### src/rtl/uart_tx.sv
// uart_tx: byte-wide UART transmitter with one-byte holding register and sticky overflow flag.
// Optional even-parity bit after data[7] when UART_TX_PARITY_EN is defined.
module uart_tx #(
  parameter int CLKS_PER_BIT = 2610,
  parameter int STOP_BITS    = 1
) (
  input  logic       clk,
  input  logic       rst,
  input  logic [7:0] data_i,
  input  logic       valid_i,
  output logic       tx,
  output logic       busy,
  output logic       done,
  output logic       overflow
);

  // state  | meaning
  // IDLE   | line high, waiting for a byte
  // START  | driving start bit (0)
  // DATA   | shifting data[0..7] out LSB-first
  // PARITY | driving even parity of the frame byte
  // STOP   | driving STOP_BITS stop bits (1)
`ifdef UART_TX_PARITY_EN
  typedef enum logic [2:0] {IDLE, START, DATA, PARITY, STOP} state_t;
`else
  typedef enum logic [2:0] {IDLE, START, DATA, STOP} state_t;
`endif

  localparam logic [15:0] LP_BAUD_LAST = 16'(CLKS_PER_BIT - 1);
  localparam logic [2:0]  LP_STOP_LAST = 3'(STOP_BITS - 1);

  state_t      r_state, w_state_next;
  logic [15:0] r_baud;
  logic [2:0]  r_bit;
  logic [7:0]  r_shift;
  logic [7:0]  r_hold;
  logic        r_hold_full;
  logic        r_overflow;
  logic        w_bit_end;
  logic        w_frame_end;
  logic        w_start_new;
  logic        w_start_hold;
  logic        w_tx;
  logic [7:0]  w_frame_byte;
`ifdef UART_TX_PARITY_EN
  logic        r_parity;
`endif

  assign w_bit_end    = (r_baud == 16'd0);
  assign w_frame_end  = (r_state == STOP) && w_bit_end && (r_bit == LP_STOP_LAST);
  assign w_frame_byte = w_start_hold ? r_hold : data_i;

  always_comb begin
    w_state_next = r_state;
    w_start_new  = 1'b0;
    w_start_hold = 1'b0;
    w_tx         = 1'b1;
    case (r_state)
      IDLE: begin
        if (valid_i) begin
          w_state_next = START;
          w_start_new  = 1'b1;
        end
      end
      START: begin
        w_tx = 1'b0;
        if (w_bit_end) w_state_next = DATA;
      end
      DATA: begin
        w_tx = r_shift[0];
        if (w_bit_end && (r_bit == 3'd7)) begin
`ifdef UART_TX_PARITY_EN
          w_state_next = PARITY;
`else
          w_state_next = STOP;
`endif
        end
      end
`ifdef UART_TX_PARITY_EN
      PARITY: begin
        w_tx = r_parity;
        if (w_bit_end) w_state_next = STOP;
      end
`endif
      STOP: begin
        // a held byte wins; otherwise a same-cycle strobe starts the next frame directly
        if (w_frame_end) begin
          if (r_hold_full) begin
            w_state_next = START;
            w_start_hold = 1'b1;
          end else if (valid_i) begin
            w_state_next = START;
            w_start_new  = 1'b1;
          end else begin
            w_state_next = IDLE;
          end
        end
      end
      default: w_state_next = IDLE;
    endcase
  end

  always_ff @(posedge clk) begin
    if (rst) r_state <= IDLE;
    else     r_state <= w_state_next;
  end

  always_ff @(posedge clk) begin
    if (rst) begin
      r_baud      <= 16'd0;
      r_bit       <= 3'd0;
      r_shift     <= 8'd0;
      r_hold      <= 8'd0;
      r_hold_full <= 1'b0;
      r_overflow  <= 1'b0;
`ifdef UART_TX_PARITY_EN
      r_parity    <= 1'b0;
`endif
    end else begin
      if (w_start_new || w_start_hold) begin
        r_baud  <= LP_BAUD_LAST;
        r_bit   <= 3'd0;
        r_shift <= w_frame_byte;
`ifdef UART_TX_PARITY_EN
        r_parity <= ^w_frame_byte;
`endif
      end else if (r_state != IDLE) begin
        if (w_bit_end) begin
          r_baud <= w_frame_end ? 16'd0 : LP_BAUD_LAST;
          if (r_state == DATA) begin
            r_shift <= {1'b0, r_shift[7:1]};
            r_bit   <= (r_bit == 3'd7) ? 3'd0 : r_bit + 3'd1;
          end else if (r_state == STOP) begin
            r_bit <= w_frame_end ? 3'd0 : r_bit + 3'd1;
          end else begin
            r_bit <= 3'd0;
          end
        end else begin
          r_baud <= r_baud - 16'd1;
        end
      end

      if (w_start_hold) begin
        r_hold_full <= 1'b0;
      end else if (valid_i && (r_state != IDLE) && !r_hold_full && !w_frame_end) begin
        r_hold      <= data_i;
        r_hold_full <= 1'b1;
      end

      if (valid_i && (r_state != IDLE) && r_hold_full) r_overflow <= 1'b1;
    end
  end

  assign tx       = w_tx;
  assign busy     = (r_state != IDLE) || r_hold_full;
  assign done     = w_frame_end;
  assign overflow = r_overflow;

endmodule

### config.mk
export PLATFORM = sky130hd
export DESIGN_NAME = uart_tx
export DESIGN_NICKNAME = d
export VERILOG_FILES = /design/src/rtl/uart_tx.sv
export SDC_FILE = /design/constraint.sdc
export NUM_CORES = 1
export LEC_CHECK = 0
export CELL_PAD_IN_SITES_DETAIL_PLACEMENT = 1
export CELL_PAD_IN_SITES_GLOBAL_PLACEMENT = 1
export CORE_MARGIN = 4
export CORE_UTILIZATION = 43
export CTS_BUF_LIST = sky130_fd_sc_hd__clkbuf_4
export DETAILED_ROUTE_END_ITERATION = 10
export GPL_TIMING_DRIVEN = 0
export PLACE_DENSITY_LB_ADDON = 0.1
export SYNTH_ARGS = -nofsm -noshare
export SYNTH_HDL_FRONTEND = slang
export SYNTH_SLANG_ARGS = --single-unit
export TNS_END_PERCENT = 1
### constraint.sdc
create_clock -name clk -period 2 [get_ports clk]
set_clock_uncertainty 0.05 [all_clocks]
set_input_delay 0.4 -clock clk [delete_from_list [all_inputs] [get_ports clk]]
set_output_delay 0.4 -clock clk [all_outputs]
set_load 0.05 [all_outputs]
==> run metrics, run 1 <==
hold path endpoint r_bit[0]; final cell count without fillers approximately 350; mean instance size in the synthesized netlist roughly 9 µm²; clk_lat worst skew ~0.36 ns; Placed Instance Area approximately 2500 µm²; count of TritonRoute iterations in the first routing pass 4; GR Overflow Total 0; timing startpoint of the critical path r_baud[4]; run status complete, but fails checks; Critical path buffers and inverters 3; setup repair after global routing missed its margin yes; overall die area 6485 µm²; number of max-cap violations 0; share of the core filled with cells in the final layout 56.30%; final weighted congestion in routability-driven placement between 0.7 and 0.8; cell type group with the largest total delay on the critical path simple AND/OR/NAND/NOR gates; worst-case setup margin in the final layout -0.1827 ns; violations in the final reports setup timing; instance count of the mapped netlist about 250; count of routing violations after the opening detailed-route iteration about 110; count of synthesis-stage warnings from yosys 0; data required time at the worst endpoint approximately 1.6 ns; Synth Net Count roughly 270; Initial Util about 44%; Buffers on Ports 14; number of hold buffers added after CTS 0; crit-path max cell delay about 0.35 ns; share of the synthesized area in the top cell type between 30 and 40%; worst relative slew slack 67.16%; layout-stage area growth over the synthesis result 27.10%; GR Layer Usage met2 between 30% and 40%; slack of the worst reg-to-reg path -0.10 ns; clock transition time at the flip-flop clock pins of the worst setup and hold paths 0.13 ns; critical path's slowest cell sky130_fd_sc_hd__dfxtp_2; capturing element type of the critical path output pin; fraction of registers with async set/reset 0%; number of global-route vias before repair a little under 2000; area of the multi-input gates 1458 µm²; most common cell after layout, fill and taps aside sky130_fd_sc_hd__dfxtp_1; synth top area cells sky130_fd_sc_hd__dfxtp_1, sky130_fd_sc_hd__mux2i_1, sky130_fd_sc_hd__ha_1; final-layout worst hold slack around 0.45 ns; die span in y around 80 µm; setup TNS after final layout -1.046 ns; share of synthesized area occupied by flip-flops and latches 34.51%; Worst Path Class, Setup reg -> out; sequential cell area in the final layout approximately 800 µm²; pin count of the biggest net entering global routing 13; share of layout cells above drive strength 1 between 30% and 40%; detail-routed net length per standard cell around 17 µm; global-route wire length before repair a little over 10000 µm; count of endpoints failing hold in the final timing report 0; CTS tree done; start point of the worst hold path r_bit[0]; total number of nets in the final design about 300; core footprint 5107 µm²; cells traversed along the worst timing path nor3_4 -> buf_6 -> and4b_2 -> nand4_1 -> inv_1 -> buf_6; Static Leakage between 1 and 1.5 nW; met1 routing resource usage after global routing ~27%; main flop type after synthesis sky130_fd_sc_hd__dfxtp_1; count of boundary I/O pins 15; HPWL reported at the end of detailed placement between 4000 and 5000 µm; remaining design rule violation count 0; met3 capacity usage during global routing under 10%; Sink Count 39; total standard cell area after synthesis roughly 2300 µm²; Antenna Cells 0; highest ir drop seen on vdd 0.6345 mV; Site Rows 26; FF-to-FF Start r_baud[0]; global-route layer with the greatest usage met2; number of fill cells 584; total length of routed wires between 6000 and 7000 µm; EDFF count, synth 0; Max FO, Critical Path 2; Max Clk Rate approximately 0.46 GHz; Non-Filler Cell Area, Final ~2900 µm²; number of setup violations in the final report 27; ratio of final minimum period to clock period 109.1%; placement-stage worst setup slack -0.8903 ns; horizontal extent of the die approximately 81 µm; Worst Max-Slew Pin Slew slightly below 0.5 ns; GRT Util Overall a little over a fifth; total chip power 4.942 mW; ratio of total power to cell area about 1700 nW/µm²; RR Endpoint r_shift[6]; clock tree root driver cell sky130_fd_sc_hd__clkbuf_4; detailed-route vias per instance approximately 5.5; Final min period 2.183 ns; antenna violations before repair 0; via count between 1500 and 2000; number of pins with negative max-slew slack in the final report 0; library cell occupying the most area in the post-synthesis netlist sky130_fd_sc_hd__dfxtp_1; number of distinct library cells after synthesis 57; most frequent CP cell sky130_fd_sc_hd__buf_6; # placed instances around 330; data arrival time at the worst-slack endpoint approximately 1.7 ns; kind of path behind the tightest hold check reg -> reg; hold-critical path depth 2; Detail Route Antenna Nets 0; total clock buffers created by CTS 5; worst-case clock buffer depth 2; leading cell types in the layout, fill and taps excluded sky130_fd_sc_hd__dfxtp_1, sky130_fd_sc_hd__nor2_1, sky130_fd_sc_hd__mux2i_1, sky130_fd_sc_hd__buf_4, sky130_fd_sc_hd__inv_1; number of flip-flops and latches in the synthesized netlist 39; Reg2Reg Depth 9; number of levels the H-tree was split into 2; category of the worst setup path launch point flip-flop
-- sequential cells by signal (all words and copies together) (netlist names) --
signal,flops
r_baud,16
r_hold,8
r_shift,8
r_bit,3
r_state,2
overflow,1
r_hold_full,1
-- worst max path at each step --
| stage | to | cells after the start | slack [ns] |
|---|---|---|---|
| 2_1_floorplan | r_shift[6] | 9 | 0.04 |
| 3_3_place_gp | busy | 6 | -0.86 |
| 3_5_place_dp | busy | 6 | -0.89 |
| 4_1_cts | done | 6 | -0.14 |
| 5_1_grt | done | 5 | -0.27 |
| 6_report | done | 6 | -0.18 |
-- cells by family (layout without fill, tap and decap cells) --
| kind of cell | count (synthesis) | count (layout) | share of synthesized area (%) |
|---|---|---|---|
| fa+ha+maj | 9 | 9 | 4.978 |
| compound gates | 45 | 45 | 14.44 |
| flops | 39 | 39 | 34.51 |
| mux | 24 | 24 | 10.62 |
| buf+inv | 26 | 63 | 5.420 |
| xor+xnor | 11 | 11 | 4.259 |
| simple gates | 91 | 91 | 25.78 |
-- Yosys cell counts, types with 3 or more instances --
library cell and count:
sky130_fd_sc_hd__dfxtp_1 39, sky130_fd_sc_hd__nor2_1 25, sky130_fd_sc_hd__mux2i_1 24, sky130_fd_sc_hd__inv_1 14
sky130_fd_sc_hd__a21oi_1 10, sky130_fd_sc_hd__nor2_2 10, sky130_fd_sc_hd__ha_1 9, sky130_fd_sc_hd__o21ai_0 8
sky130_fd_sc_hd__nor3_1 7, sky130_fd_sc_hd__o22ai_1 7, sky130_fd_sc_hd__xor2_1 7, sky130_fd_sc_hd__nand2_1 6
sky130_fd_sc_hd__nand3_1 6, sky130_fd_sc_hd__clkbuf_1 5, sky130_fd_sc_hd__nand2b_1 5, sky130_fd_sc_hd__nor4_1 4
sky130_fd_sc_hd__o211ai_1 4, sky130_fd_sc_hd__xnor2_1 4, sky130_fd_sc_hd__a31o_2 3, sky130_fd_sc_hd__buf_2 3
sky130_fd_sc_hd__nand4_1 3, sky130_fd_sc_hd__nor2b_1 3
-- cell type report --
cell class	instances	area share, %
inverters	14	1.915
clock buffers	5	1.305
multi-input cells	180	50.70
plain buffers	11	4.047
well taps	70	3.046
flip-flops and latches	39	27.85
clock inverters	2	1.305
repair buffers	31	9.835
-- worst min-delay path: cells and delay by family (launching register included) --
kind | cells | cell delay (ns)
compound gates | 2 | 0.13
flops | 1 | 0.35
-- power breakdown --
part           leakage, nW  internal, mW  total [mW]  switching, mW
registers            0.323          1.00        1.22          0.218
clock network       0.0373         0.256       0.537          0.280
logic                0.727          1.46        3.18           1.73
-- what timing repair did --
action,4_1_cts,5_1_grt
pin swaps,9,8
setup buffers,14,3
resized for setup,56,21
endpoints found under the setup margin,39,40
-- per-layer routing --
layer  routed length, µm  vias to the layer above
met4                  66                        0
met3                 208                        8
met5                   0                        -
met1                2800                      939
li1                    -                      959
met2                2993                       33
Power figures use the tool's default switching activity.
==> run 2: changes to the inputs <==
--- a/config.mk
+++ b/config.mk
@@ -5,10 +5,11 @@
 export SDC_FILE = /design/constraint.sdc
 export NUM_CORES = 1
 export LEC_CHECK = 0
+export ABC_AREA = 1
 export CELL_PAD_IN_SITES_DETAIL_PLACEMENT = 1
 export CELL_PAD_IN_SITES_GLOBAL_PLACEMENT = 1
 export CORE_MARGIN = 4
-export CORE_UTILIZATION = 43
+export CORE_UTILIZATION = 40
 export CTS_BUF_LIST = sky130_fd_sc_hd__clkbuf_4
 export DETAILED_ROUTE_END_ITERATION = 10
 export GPL_TIMING_DRIVEN = 0
==> run 2 against run 1 <==
Net effect: the flow now finishes without violations; via count rose by 8.9%; count of clock-buffer cells in the layout did not move; largest power group unchanged; setup slack improved by 0.23 ns; sequential share of layout area rose by 1.1 points; fmax rose by 12%; first-iteration DRC count fell by 21%; synthesized cell count rose by 31%; combinational power fell by 14%; highest routed layer unchanged; clock power rose by 28%; register-to-register slack improved by 0.26 ns; global-route usage fell by 2.8 points.
==> run metrics, run 2 <==
count of routing violations after the opening detailed-route iteration 88 (-21%); number of setup violations in the final report 0 (-100%); antenna violations before repair 0 (unchanged); number of flip-flops and latches in the synthesized netlist 39 (unchanged); setup repair after global routing missed its margin yes; register with the highest flop count r_baud; Sink Count 39 (unchanged); total standard cell area after synthesis 2241 µm² (-0.94%); Initial Util 42.52% (-1.8 points); largest family of logic cells by synthesized area simple AND/OR/NAND/NOR gates; Final min period 1.948 ns (-0.2349 ns); EDFF count, synth 0 (unchanged); mux contribution to synthesized area 0% (-11 points); clk_lat worst skew 0.37 ns (about the same); run status finished, final reports clean; Antenna Cells 0 (unchanged); largest registers r_baud: 16 flops, r_hold: 8 flops, r_shift: 8 flops; leading cell types in the layout, fill and taps excluded sky130_fd_sc_hd__nand2_1, sky130_fd_sc_hd__inv_1, sky130_fd_sc_hd__dfxtp_1, sky130_fd_sc_hd__nor2_1, sky130_fd_sc_hd__a21oi_1; share of synthesized area occupied by flip-flops and latches 34.84% (+0.33 points); worst relative slew slack 60.66% (-6.5 points); share of layout cells above drive strength 1 22.00% (-10 points); Buffers on Ports 13 (-1); adder-cell share of the synthesized area 5.025% (+0.047 points); total clock buffers created by CTS 5 (unchanged); count of endpoints failing hold in the final timing report 0 (unchanged); number of pins with negative max-slew slack in the final report 0 (unchanged); detail-routed net length per standard cell 14.06 µm (-18%); fraction of registers with async set/reset 0% (unchanged); Post-Synth XOR/XNOR Area 4.299% (+0.040 points); most common cell after layout, fill and taps aside sky130_fd_sc_hd__nand2_1; most frequent cell after synthesis sky130_fd_sc_hd__nand2_1; remaining design rule violation count 0 (unchanged); number of levels the H-tree was split into 2 (unchanged); share of the core filled with cells in the final layout 52.54% (-3.8 points); data arrival time at the worst-slack endpoint 1.50 ns (-0.23 ns); GRT Util Overall 18.05% (-2.8 points); via count 2112 (+8.9%); Detail Route Antenna Nets 0 (unchanged); ratio of final minimum period to clock period 97.39% (-12 points); Non-Filler Cell Area, Final 2769 µm² (-3.7%); capturing element type of the critical path output pin; overall die area 6864 µm² (+5.8%); layout-stage area growth over the synthesis result 23.56%; setup TNS after final layout 0 ns (+1.046 ns); die span in y 82.85 µm (+2.9%); # placed instances 403 (+22%); count of boundary I/O pins 15 (unchanged); Placed Instance Area 2459 µm² (-1.4%); Worst Max-Slew Pin Slew 0.5900 ns (+0.09550 ns); share of the synthesized area in the top cell type 34.84% (+0.33 points); final cell count without fillers 420 (+19%); number of distinct library cells after synthesis 36 (-37%); RR Endpoint r_baud[14]; Synth Area in Simple Gates 32.72% (+6.9 points); category of the worst setup path launch point flip-flop; final weighted congestion in routability-driven placement 0.8317 (+8.0%); Site Rows 26 (unchanged); worst-case clock buffer depth 2 (unchanged); Static Leakage 1.279 nW (+18%); instance count of the mapped netlist 320 (+31%); worst setup path endpoint done; FF-to-FF Start r_baud[2]; CTS tree done; number of hold buffers added after CTS 0 (unchanged); mean instance size in the synthesized netlist 7.003 µm² (-24%); core footprint 5270 µm² (+3.2%); Reg2Reg Depth 10 (+1); synth top area cells sky130_fd_sc_hd__dfxtp_1, sky130_fd_sc_hd__nand2_1, sky130_fd_sc_hd__inv_1; data required time at the worst endpoint 1.55 ns (about the same); HPWL reported at the end of detailed placement 4297 µm (+5.3%); Max Clk Rate 0.5134 GHz (+12%); global-route wire length before repair 10360 µm (+1.7%); ratio of total power to cell area 1706 nW/µm² (-0.71%); clock transition time at the flip-flop clock pins of the worst setup and hold paths 0.15 ns (+0.02 ns); detailed-route vias per instance 5.029 (-8.7%); max reg flops 16 (unchanged); clock tree root driver cell sky130_fd_sc_hd__clkbuf_4; total chip power 4.725 mW (-4.4%); total length of routed wires 5907 µm (-2.7%); slack of the worst reg-to-reg path 0.16 ns (+0.26 ns); kind of path behind the tightest hold check reg -> reg; most frequent cells after synthesis sky130_fd_sc_hd__nand2_1, sky130_fd_sc_hd__inv_1, sky130_fd_sc_hd__dfxtp_1, sky130_fd_sc_hd__nor2_1, sky130_fd_sc_hd__a21oi_1; horizontal extent of the die 82.85 µm (+2.9%); placement-stage worst setup slack -0.5828 ns (+0.3075 ns); pin count of the biggest net entering global routing 14 (+1); Compound-Gate Fraction of Synth Area 13.74% (-0.70 points); timing startpoint of the critical path r_baud[2]; library cell occupying the most area in the post-synthesis netlist sky130_fd_sc_hd__dfxtp_1; final-layout worst hold slack 0.4308 ns (-0.01620 ns); Synth Net Count 340 (+28%); number of max-cap violations 0 (unchanged); number of global-route vias before repair 2222 (+12%); highest ir drop seen on vdd 0.8751 mV (+38%); Max FO, Critical Path 4 (+2); main flop type after synthesis sky130_fd_sc_hd__dfxtp_1; worst-case setup margin in the final layout 0.05220 ns (+0.2349 ns); count of synthesis-stage warnings from yosys 0 (unchanged); count of TritonRoute iterations in the first routing pass 4 (unchanged); Worst Path Class, Setup reg -> out; GR Overflow Total 0 (unchanged); total number of nets in the final design 369 (+22%)
## run 2: changes by cell type in the layout (fill, tap and decap cells not counted), sizes merged, moves of 4 or more
cell,change
nand2b,-5
nor2,+4
nand2,+87
o211ai,-4
inv,+29
buf,-10
o22ai,-6
a311oi,+6
nor3,-6
mux2i,-24
a21oi,+14
nand3,+10
## run 2: final cells by class
type | instances | area, µm²
fill | 685 | 2501
clock buffer | 5 | 37.54
inverter | 43 | 171.4
tap | 70 | 87.58
buffer | 8 | 61.31
clock inverter | 3 | 67.56
timing repair buffer | 22 | 207.7
multi-input combinational | 230 | 1335
sequential | 39 | 800.8
## run 2: where the power goes
group	switching (mW)	leakage, nW	internal, mW	total (mW)
combinational	1.68	0.903	1.07	2.75
clock	0.300	0.0514	0.389	0.689
sequential	0.229	0.325	1.06	1.29
## run 2: worst min-delay path by stage
stage,startpoint,endpoint,slack (ns),depth (start not counted)
after floorplan,r_bit[1],r_bit[1],0.41,2
after global placement,overflow,overflow,0.41,1
after detailed placement,overflow,overflow,0.41,1
after CTS,r_shift[7],r_shift[7],0.44,2
after global routing,rst,r_hold[7],0.46,2
final,overflow,overflow,0.43,1
## run 2: per-layer routing
| layer | GRT usage [%] | wire length (µm) | up-vias |
|---|---|---|---|
| met5 | 0 | 0 | - |
| met4 | 4.903 | 77 | 0 |
| met3 | 2.970 | 151 | 8 |
| met2 | 30.54 | 2757 | 23 |
| met1 | 23.70 | 2921 | 999 |
| li1 | - | - | 1082 |
## run 2: critical path: stages, from the launching register on
cell                      delay, ns
sky130_fd_sc_hd__dfxtp_2       0.37
sky130_fd_sc_hd__nor2_4        0.15
sky130_fd_sc_hd__nand2_1       0.11
sky130_fd_sc_hd__nor2_4        0.17
sky130_fd_sc_hd__nand3_4       0.10
sky130_fd_sc_hd__inv_4         0.08
sky130_fd_sc_hd__buf_8         0.14
## run 2: logic make-up (layout without fill, tap and decap cells)
kind of cell               Yosys count  count (layout)
AOI/OAI and AO/OA                   49              49
and+or+nand+nor                    161             161
adders and majority gates            9               9
xor gates and xnor gates            11              11
DFF                                 39              39
buffers and inverters               51              81
## run 2: repair_timing
action | CTS | global route
hold endpoints to repair | 0 | 0
pin swaps | 3 | 9
gates resized for setup | 40 | 30
setup buffers | 4 | 5
setup endpoints to repair | 19 | 31
